### config.mk
export PLATFORM = sky130hd
export DESIGN_NAME = mem_burst_ctrl
export DESIGN_NICKNAME = d
export VERILOG_FILES = /design/src/rtl/mem_burst_pkg.sv /design/src/rtl/mem_rsp_fifo.sv /design/src/rtl/mem_burst_ctrl.sv
export SDC_FILE = /design/constraint.sdc
export NUM_CORES = 1
export LEC_CHECK = 0
export CAP_MARGIN = 20
export CORE_ASPECT_RATIO = 0.9
export CORE_UTILIZATION = 61
export CTS_BUF_LIST = sky130_fd_sc_hd__clkbuf_8
export DETAILED_ROUTE_END_ITERATION = 7
export DONT_BUFFER_PORTS = 1
export PLACE_DENSITY_LB_ADDON = 0.12
export SLEW_MARGIN = 40
export SYNTH_ARGS = -nofsm -noshare
export SYNTH_HDL_FRONTEND = slang
export SYNTH_HIERARCHICAL = 1
export SYNTH_SLANG_ARGS = --single-unit
### constraint.sdc
create_clock -name clk -period 3.09 [get_ports clk]
set_clock_uncertainty 0.2 [all_clocks]
set_input_delay 0.618 -clock clk [delete_from_list [all_inputs] [get_ports clk]]
set_output_delay 0.618 -clock clk [all_outputs]
set_load 0.01 [all_outputs]
### src/rtl/mem_burst_pkg.sv
// mem_burst_pkg: shared FSM state type and default widths for the burst controller.
package mem_burst_pkg;
  typedef enum logic [1:0] {IDLE, WRITE, READ} state_t;
  localparam int DATA_W_DEF = 32;
  localparam int ADDR_W_DEF = 8;
  localparam int LEN_W_DEF  = 4;
endpackage

### src/rtl/mem_rsp_fifo.sv
// mem_rsp_fifo: 2-entry response FIFO with occupancy count; never pushed when full.
module mem_rsp_fifo #(
  parameter int W = 33
) (
  input  logic         clk,
  input  logic         rst_n,
  input  logic         push,
  input  logic [W-1:0] din,
  input  logic         pop,
  output logic [W-1:0] dout,
  output logic [1:0]   count
);
  logic [W-1:0] mem [2];
  logic wp, rp;
  assign dout = mem[rp];
  always_ff @(posedge clk or negedge rst_n) begin
    if (!rst_n) begin
      mem[0] <= '0;
      mem[1] <= '0;
      wp <= 1'b0;
      rp <= 1'b0;
      count <= 2'd0;
    end else begin
      if (push) begin
        mem[wp] <= din;
        wp <= ~wp;
      end
      if (pop) rp <= ~rp;
      count <= count + 2'(push) - 2'(pop);
    end
  end
endmodule

### src/rtl/mem_burst_ctrl.sv
// mem_burst_ctrl: burst read/write controller for a 1-cycle-latency memory; MEM_BURST_ERR_EN rejects bursts past the top address.
module mem_burst_ctrl
  import mem_burst_pkg::*;
#(
  parameter int DATA_W = DATA_W_DEF,
  parameter int ADDR_W = ADDR_W_DEF,
  parameter int LEN_W  = LEN_W_DEF
) (
  input  logic              clk,
  input  logic              rst_n,
  input  logic              i_cmd_valid,
  output logic              o_cmd_ready,
  input  logic              i_cmd_wr,
  input  logic [ADDR_W-1:0] i_cmd_addr,
  input  logic [LEN_W-1:0]  i_cmd_len,
  input  logic              i_wdata_valid,
  output logic              o_wdata_ready,
  input  logic [DATA_W-1:0] i_wdata,
  output logic              o_rdata_valid,
  input  logic              i_rdata_ready,
  output logic [DATA_W-1:0] o_rdata,
  output logic              o_rdata_last,
  output logic              o_mem_wr_en,
  output logic [ADDR_W-1:0] o_mem_addr,
  output logic [DATA_W-1:0] o_mem_data,
  input  logic [DATA_W-1:0] i_mem_data,
  output logic              o_busy,
  output logic              o_err
);
  state_t state;
  logic [ADDR_W-1:0] addr;
  logic [LEN_W:0] count;
  logic inflight, inflight_last, hs, pop, issue, bad, fifo_last;
  logic [1:0] fifo_count;
  logic [DATA_W-1:0] fifo_data;
  assign hs = i_cmd_valid && o_cmd_ready;
`ifdef MEM_BURST_ERR_EN
  logic [ADDR_W:0] end_addr;
  assign end_addr = {1'b0, i_cmd_addr} + {{(ADDR_W+1-LEN_W){1'b0}}, i_cmd_len};
  assign bad = end_addr[ADDR_W];
`else
  assign bad = 1'b0;
`endif
  assign o_cmd_ready = rst_n && state == IDLE;
  assign o_busy = state != IDLE;
  assign o_wdata_ready = state == WRITE;
  assign o_mem_wr_en = state == WRITE && i_wdata_valid;
  assign o_mem_addr = addr;
  assign o_mem_data = state == WRITE ? i_wdata : '0;
  assign o_rdata_valid = fifo_count != 2'd0;
  assign o_rdata = fifo_data;
  assign o_rdata_last = o_rdata_valid && fifo_last;
  assign pop = o_rdata_valid && i_rdata_ready;
  // Keep buffered plus outstanding reads within the two FIFO slots.
  assign issue = state == READ && count != '0 &&
                 (3'(fifo_count) + 3'(inflight)) < (3'd2 + 3'(pop));
  mem_rsp_fifo #(.W(DATA_W + 1)) u_fifo (
    .clk   (clk),
    .rst_n (rst_n),
    .push  (inflight),
    .din   ({inflight_last, i_mem_data}),
    .pop   (pop),
    .dout  ({fifo_last, fifo_data}),
    .count (fifo_count)
  );
  always_ff @(posedge clk or negedge rst_n) begin
    if (!rst_n) begin
      state <= IDLE;
      addr <= '0;
      count <= '0;
      inflight <= 1'b0;
      inflight_last <= 1'b0;
      o_err <= 1'b0;
    end else begin
      o_err <= 1'b0;
      inflight <= issue;
      inflight_last <= issue && count == (LEN_W+1)'(1);
      case (state)
        IDLE: if (hs) begin
          if (bad) o_err <= 1'b1;
          else begin
            addr <= i_cmd_addr;
            count <= {1'b0, i_cmd_len} + (LEN_W+1)'(1);
            state <= i_cmd_wr ? WRITE : READ;
          end
        end
        WRITE: if (i_wdata_valid) begin
          addr <= addr + ADDR_W'(1);
          count <= count - (LEN_W+1)'(1);
          if (count == (LEN_W+1)'(1)) state <= IDLE;
        end
        READ: begin
          if (issue) begin
            addr <= addr + ADDR_W'(1);
            count <= count - (LEN_W+1)'(1);
          end
          if (pop && fifo_last) state <= IDLE;
        end
        default: state <= IDLE;
      endcase
    end
  end
endmodule

==> results by group, run 1 <==
Job
  • Max-Cap Viols: 0

Placed design
  • RD Place Congestion: 0.843
  • Post-DP HPWL: 6170 um
  • Placed cell area: 4550 sq um
  • Port buffer count: 0

Floorplanning
  • # rows: 29
  • Die Y-Extent: 83.7 um
  • Initial core utilization: 63.6%
  • Core Region: 7110 sq um
  • # IOs: 161
  • DIE AREA: 7770 sq um
  • Die W: 92.8 um

Routing
  • Pre-antenna DRT Iters: 4
  • DRT antenna net count: 0
  • DR iter-0 viols: 108
  • Total wire length: 8860 um
  • Via count: 2,797
  • Routed length per instance: 18.9 um
  • Remaining DRCs: 0
  • Via density: 5.96

GRT
  • Grt met1 use: 32.2%
  • GRT Resource Usage Total: 24.0%
  • Vias in the first global route: 2,902
  • First-pass GRT wire length: 14,400 um
  • Largest net degree at the start of global routing: 88
  • GR peak layer: met2
  • Initial antenna violation count: 0
  • Met2 Use GR: 37.6%
  • M3 GR Usage: 7.56%
  • Global route overflow: 0

Logic synthesis
  • Register area share after synthesis: 48.1%
  • Post-synthesis compound-gate area fraction: 6.14%
  • Ys flop type: dfrtp_1
  • Syn_area_per_cell: 12.2 sq um
  • XOR/XNOR Fraction of Synth Area: 1.16%
  • Simple-gate share of the synthesized area: 11.8%
  • Syn Nets: 465
  • Ys Warns: 6
  • Adder-Cell Fraction of Synth Area: 3.04%
  • Register bit total from synthesis: 87
  • Syn Inst Count: 372
  • Async SR Flop Fraction: 100%
  • Synth cell types: 49
  • Yosys top cell area share: 48.1%
  • Mux share of post-synthesis cell area: 25.6%
  • Yosys top cell by area: dfrtp_1
  • EDFF count, synth: 0
  • Main combinational cell family by area after synthesis: multiplexers
  • Largest cells by area after synthesis: dfrtp_1 48%, mux2_2 23%, and2_1 4.8%, ha_1 3.0%, a21oi_1 2.1%
  • Cell Area, Synth: 4530 sq um

STA
  • RSZ-0062 raised after global routing: no
  • Setup-failing EPs final: 0
  • Final hold slack: 0.167 ns
  • Final Hold Viols: 0
  • Final worst path period need: 2.54 ns
  • Setup tns final: 0 ns
  • FMAX: 0.394 GHz
  • Fin crit share: 82.1%
  • Slew at the pin with the worst max-slew slack: 0.576 ns
  • Slew HR: 61.6%
  • Final Max Slew Viols: 0

Setup path
  • CP Launch Point: u_fifo/rp$_DFFE_PN0P_
  • Crit path buffers/inverters: 1
  • Reg2reg start: count[0]$_DFFE_PN0P_
  • CP Class: reg -> out
  • Crit. End Element: output port
  • Critical-path cell list: buf_12 > mux2_2
  • Critical path's slowest cell: dfrtp_1
  • CP Launch Type: flop
  • Worst path required time: 2.27 ns
  • Critical Path AT: 1.72 ns
  • Critical path's top delay family: flip-flops
  • Max FO, Critical Path: 24
  • Crit path largest cell delay: 0.71 ns

Pwr
  • Cell Pwr Density: 1150 nW/um^2
  • LEAKAGE: 0.00209 uW
  • Total power: 5540 uW
  • VDD IR max: 0.583 mV

Final layout
  • Commonest non-fill, non-tap cell in the layout: mux2_2
  • Area grow syn2layout: 6.28%
  • Final Util: 67.6%
  • Number of nets in the layout: 463
  • Layout fillers: 574
  • Design area: 4810 sq um
  • Commonest non-fill, non-tap cells in the layout: 94 x mux2_2, 87 x dfrtp_1, 35 x and2_1
  • Layout cells sized above 1: 34.9%

Clock tree
  • H-tree depth: 3
  • Cts bufs inserted: 9
  • CTS resizes: 0
  • Clk buf depth: 2
  • TritonCTS clock tree: done
  • CTS Sinks: 87
  • Root buf cell: clkbuf_8
  • Later-pin clock latency in the skew report: 0.35 ns
  • Clk slew on worst S/H paths: 0.08 ns

Worst hold path
  • Hold_sp: i_cmd_wr
  • Hold Path Class: in -> reg

Outcome
  • Outcome: complete, no violations
-- per-layer routing --
metal | share of wire [%] | wire, um
met5 | 0 | 0
met4 | 1.2 | 108
met3 | 7.1 | 625
met2 | 47 | 4190
met1 | 44 | 3940
-- area by class of cell --
cell class / instances / area (sq um) / share of cell area, %
sequential: 87 / 2180 / 45.3
multi-input combinational: 254 / 2170 / 45.1
clock buffer: 11 / 151 / 3.15
tap: 93 / 116 / 2.42
timing repair buffer: 7 / 87.6 / 1.82
clock inverter: 5 / 63.8 / 1.33
inverter: 11 / 41.3 / 0.858
antenna: 1 / 2.50 / 0.0520
-- worst reg2reg max path: stages (launching register included) --
cell and delay (ns):
dfrtp_1 0.42, inv_1 0.09, ha_1 0.20, or4b_1 0.47, and3b_4 0.23, a21boi_4 0.26, nor2_4 0.13, mux2_4 0.32
-- kinds of logic (layout without fill, tap and decap cells) --
family                     Yosys count  count (layout)
muxes                              101             101
and+or+nand+nor                     93              93
DFF                                 87              87
AOI/OAI and AO/OA                   42              42
buffers and inverters               31              34
adders and majority gates           11              11
xor gates and xnor gates             6               6
other                                1               2
-- power by group --
group	switching (uW)	internal [uW]	total [uW]	leakage, uW
Combinational	1320	1260	2580	0.000945
Sequential	417	1710	2130	0.00104
Clock	406	424	830	0.000106
-- metrics by stage --
step / setup WS [ns] / instances
final: 0.553 / 469
after global routing: 0.432 / 468
after CTS: 0.486 / 468
after detailed placement: 0.690 / 450
after global placement: 0.745 / 450
after floorplan: 0.850 / 372
-- sequential cells by signal, summed over array words and instances, names as in the netlist --
register       cells
o_mem_addr         8
u_fifo/count       2
u_fifo/wp          1
state              2
inflight           1
count              5
u_fifo/rp          1
inflight_last      1
u_fifo/mem        66
-- synthesized netlist by cell type, drive strengths merged (5+ instances only) --
cell type,count
a21oi,19
and2,35
buf,14
clkbuf,6
dfrtp,87
ha,11
inv,11
mux2,100
nand2,10
nand3,9
nor2,15
nor3,5
nor4,5
o21ai,6
-- path summary, 6_finish.rpt --
check	endpoint	slack, ns	depth (start not counted)
max	o_rdata[8]	0.55	2
min	state[1]$_DFFE_PN0P_	0.17	1
max reg2reg	o_mem_addr[6]$_DFFE_PN0P_	0.69	7
min reg2reg	u_fifo/mem[21]$_DFFE_PN0P_	0.30	1
max in group asynchronous	o_mem_addr[5]$_DFFE_PN0P_	1.72	2
min in group asynchronous	u_fifo/mem[6]$_DFFE_PN0P_	0.62	2
-- timing repair --
action,in CTS,in global routing
buffers inserted,0,0
hold buffers,2,0
endpoints found under the hold margin,87,0
endpoints found under the setup margin,0,0
(Power assumes the default switching activity.)
==> inputs of run 2 (changes only) <==
--- a/config.mk
+++ b/config.mk
@@ -7,7 +7,7 @@
 export LEC_CHECK = 0
 export CAP_MARGIN = 20
 export CORE_ASPECT_RATIO = 0.9
-export CORE_UTILIZATION = 61
+export CORE_UTILIZATION = 60
 export CTS_BUF_LIST = sky130_fd_sc_hd__clkbuf_8
 export DETAILED_ROUTE_END_ITERATION = 7
 export DONT_BUFFER_PORTS = 1
==> constraint.sdc (replaced) <==
create_clock -name clk -period 2.3 [get_ports clk]
set_clock_uncertainty 0.2 [all_clocks]
set_input_delay 0.46 -clock clk [delete_from_list [all_inputs] [get_ports clk]]
set_output_delay 0.46 -clock clk [all_outputs]
set_load 0.01 [all_outputs]
==> run 2 against run 1 <==
- the flow now finishes with violations (hold timing)
- via count is 2.1% higher
- power increased by 42%
- critical path depth grew 5
- die area is 1.6% higher
- flip-flop and latch count unchanged
- final cell count grew 2.8%
- utilization up 1.8 points
- combinational power increased by 50%
==> results by group, run 2 (synthesis results as in run 1) <==
GRT
  • Vias in the first global route: 2,950 (was 2,902)
  • Global route overflow: 0 (unchanged)
  • M3 GR Usage: 8.88% (was 7.56%)
  • Largest net degree at the start of global routing: 90 (was 88)
  • Met2 Use GR: 36.4% (was 37.6%)
  • First-pass GRT wire length: 14,200 um (was 14,400 um)
  • GR peak layer: met2 (unchanged)
  • Grt met1 use: 30.1% (was 32.2%)
  • Initial antenna violation count: 1 (was 0)
  • GRT Resource Usage Total: 23.3% (was 24.0%)

STA
  • RSZ-0062 raised after global routing: yes (was no)
  • Final hold slack: -0.421 ns (was 0.167 ns)
  • Final worst path period need: 2.25 ns
  • Fin crit share: 97.8%
  • Setup-failing EPs final: 0 (unchanged)
  • Final WS setup: 0.0506 ns (was 0.553 ns)
  • FMAX: 0.445 GHz
  • Final Hold Viols: 87 (was 0)
  • Final Max Slew Viols: 0 (unchanged)

Routing
  • Total wire length: 8930 um (was 8860 um)
  • DRT antenna net count: 0 (unchanged)
  • Routed length per instance: 18.5 um (was 18.9 um)
  • Via density: 5.93 (was 5.96)
  • DR iter-0 viols: 99 (was 108)
  • Via count: 2,857 (was 2,797)
  • Remaining DRCs: 0 (unchanged)
  • Pre-antenna DRT Iters: 4 (unchanged)

Clock tree
  • TritonCTS clock tree: done (unchanged)
  • Later-pin clock latency in the skew report: 0.36 ns (was 0.35 ns)
  • Cts bufs inserted: 9 (unchanged)
  • Root buf cell: clkbuf_8 (unchanged)
  • CTS Sinks: 87 (unchanged)
  • H-tree depth: 3 (unchanged)
  • Hold buffers post-CTS: 1 (was 2)
  • Clk buf depth: 2 (unchanged)
  • Clk slew on worst S/H paths: 0.10 ns (was 0.08 ns)

Pwr
  • LEAKAGE: 0.00217 uW (was 0.00209 uW)
  • Cell Pwr Density: 1580 nW/um^2 (was 1150 nW/um^2)
  • VDD IR max: 0.742 mV (was 0.583 mV)
  • Total power: 7860 uW (was 5540 uW)

Setup path
  • Stages on worst setup path: 7 (was 2)
  • Reg2reg start: count[1]$_DFFE_PN0P_ (was count[0]$_DFFE_PN0P_)
  • Critical path's top delay family: simple AND/OR/NAND/NOR gates (was flip-flops)
  • CP Class: reg -> reg (was reg -> out)
  • Max FO, Critical Path: 10 (was 24)
  • Reg2Reg Setup Slack: 0.05 ns (was 0.69 ns)
  • Worst path required time: 2.34 ns (was 2.27 ns)
  • RR Endpoint: o_mem_addr[6]$_DFFE_PN0P_ (unchanged)
  • Worst-case reg-to-reg path depth: 7 (unchanged)
  • CP Launch Type: flop (unchanged)
  • Crit path buffers/inverters: 1 (unchanged)
  • Critical-path cell list: inv_2 > ha_4 > or4b_4 > and3b_4 > a21boi_4 > nor2_4 > mux2_4 (was buf_12 > mux2_2)
  • Crit. End Element: flop (was output port)
  • Critical Path AT: 2.29 ns (was 1.72 ns)
  • Crit path largest cell delay: 0.45 ns (was 0.71 ns)
  • Critical path's slowest cell: or4b_4 (was dfrtp_1)

Placed design
  • RD Place Congestion: 0.859 (was 0.843)
  • Post-Place Worst Slack: -0.00665 ns (was 0.690 ns)
  • Port buffer count: 0 (unchanged)
  • Placed cell area: 4660 sq um (was 4550 sq um)
  • Post-DP HPWL: 6310 um (was 6170 um)

Final layout
  • Commonest non-fill, non-tap cell in the layout: mux2_2 (unchanged)
  • Design area: 4990 sq um (was 4810 sq um)
  • Commonest non-fill, non-tap cells in the layout: 94 x mux2_2, 87 x dfrtp_1, 34 x and2_1 (was 94 x mux2_2, 87 x dfrtp_1, 35 x and2_1)
  • Final Util: 69.4% (was 67.6%)
  • ANT cells: 0 (was 1)
  • Biggest register: u_fifo/mem (unchanged)
  • Max reg flops: 66 (unchanged)
  • Area grow syn2layout: 10.2% (was 6.28%)
  • Number of nets in the layout: 477 (was 463)
  • Layout cells sized above 1: 39.6% (was 34.9%)

Outcome
  • Outcome: finished with violations (was complete, no violations)
  • Failing checks: hold timing

Floorplanning
  • DIE AREA: 7890 sq um (was 7770 sq um)
  • Die W: 93.5 um (was 92.8 um)
  • # rows: 29 (unchanged)
  • Core Region: 7180 sq um (was 7110 sq um)
  • Initial core utilization: 63.0% (was 63.6%)
  • # IOs: 161 (unchanged)
  • Die Y-Extent: 84.4 um (was 83.7 um)

Job
  • Max-Cap Viols: 0 (unchanged)

Worst hold path
  • Hold Path Class: in -> async (was in -> reg)
run 2: cell count changes in the layout (fill, tap and decap cells not counted), moves of 2 or more:
cell / change
buf_12: +2
nor4_1: -2
inv_1: -2
inv_2: +2
buf_4: +11
clkbuf_8: -2
buf_6: +2
run 2: cell type report:
type | count | area (sq um)
multi-input combinational | 254 | 2220
inverter | 11 | 41.3
tap | 93 | 116
clock inverter | 7 | 103
sequential | 87 | 2180
fill | 535 | 2200
timing repair buffer | 21 | 205
clock buffer | 9 | 124
run 2: power breakdown:
group	switching [uW]	total, uW	leakage (uW)	internal [uW]
Combinational	1910	3870	0.00102	1960
Sequential	490	2790	0.00104	2300
Clock	570	1200	0.000116	627
Total	2970	7860	0.00217	4880
run 2: how the worst max path moves through the flow:
stage,to,from,slack (ns)
6_report,o_mem_addr[6]$_DFFE_PN0P_,count[1]$_DFFE_PN0P_,0.05
5_1_grt,o_mem_addr[6]$_DFFE_PN0P_,count[1]$_DFFE_PN0P_,-0.006
4_1_cts,o_mem_addr[6]$_DFFE_PN0P_,count[0]$_DFFE_PN0P_,0.001
3_5_place_dp,o_mem_addr[3]$_DFFE_PN0P_,count[0]$_DFFE_PN0P_,-0.007
3_3_place_gp,o_mem_addr[6]$_DFFE_PN0P_,count[0]$_DFFE_PN0P_,0.06
2_1_floorplan,count[4]$_DFFE_PN0P_,inflight$_DFF_PN0_,0.06
run 2: metal layers:
| layer | wire length, um | vias up |
|---|---|---|
| li1 | - | 1331 |
| met1 | 3960 | 1435 |
| met2 | 4140 | 80 |
| met3 | 730 | 9 |
| met4 | 91 | 2 |
| met5 | 13 | - |
run 2: stage by stage:
stage,setup TNS [ns],std cells
after CTS,0,479
final,0,482
after floorplan,0,372
after global routing,-0.00620,482
after detailed placement,-0.00665,462
after global placement,0,462
run 2: what timing repair did:
action,4_1_cts,5_1_grt
resized for setup,0,14
endpoints found under the hold margin,88,87
setup endpoints to repair,0,32
buffers inserted,0,3
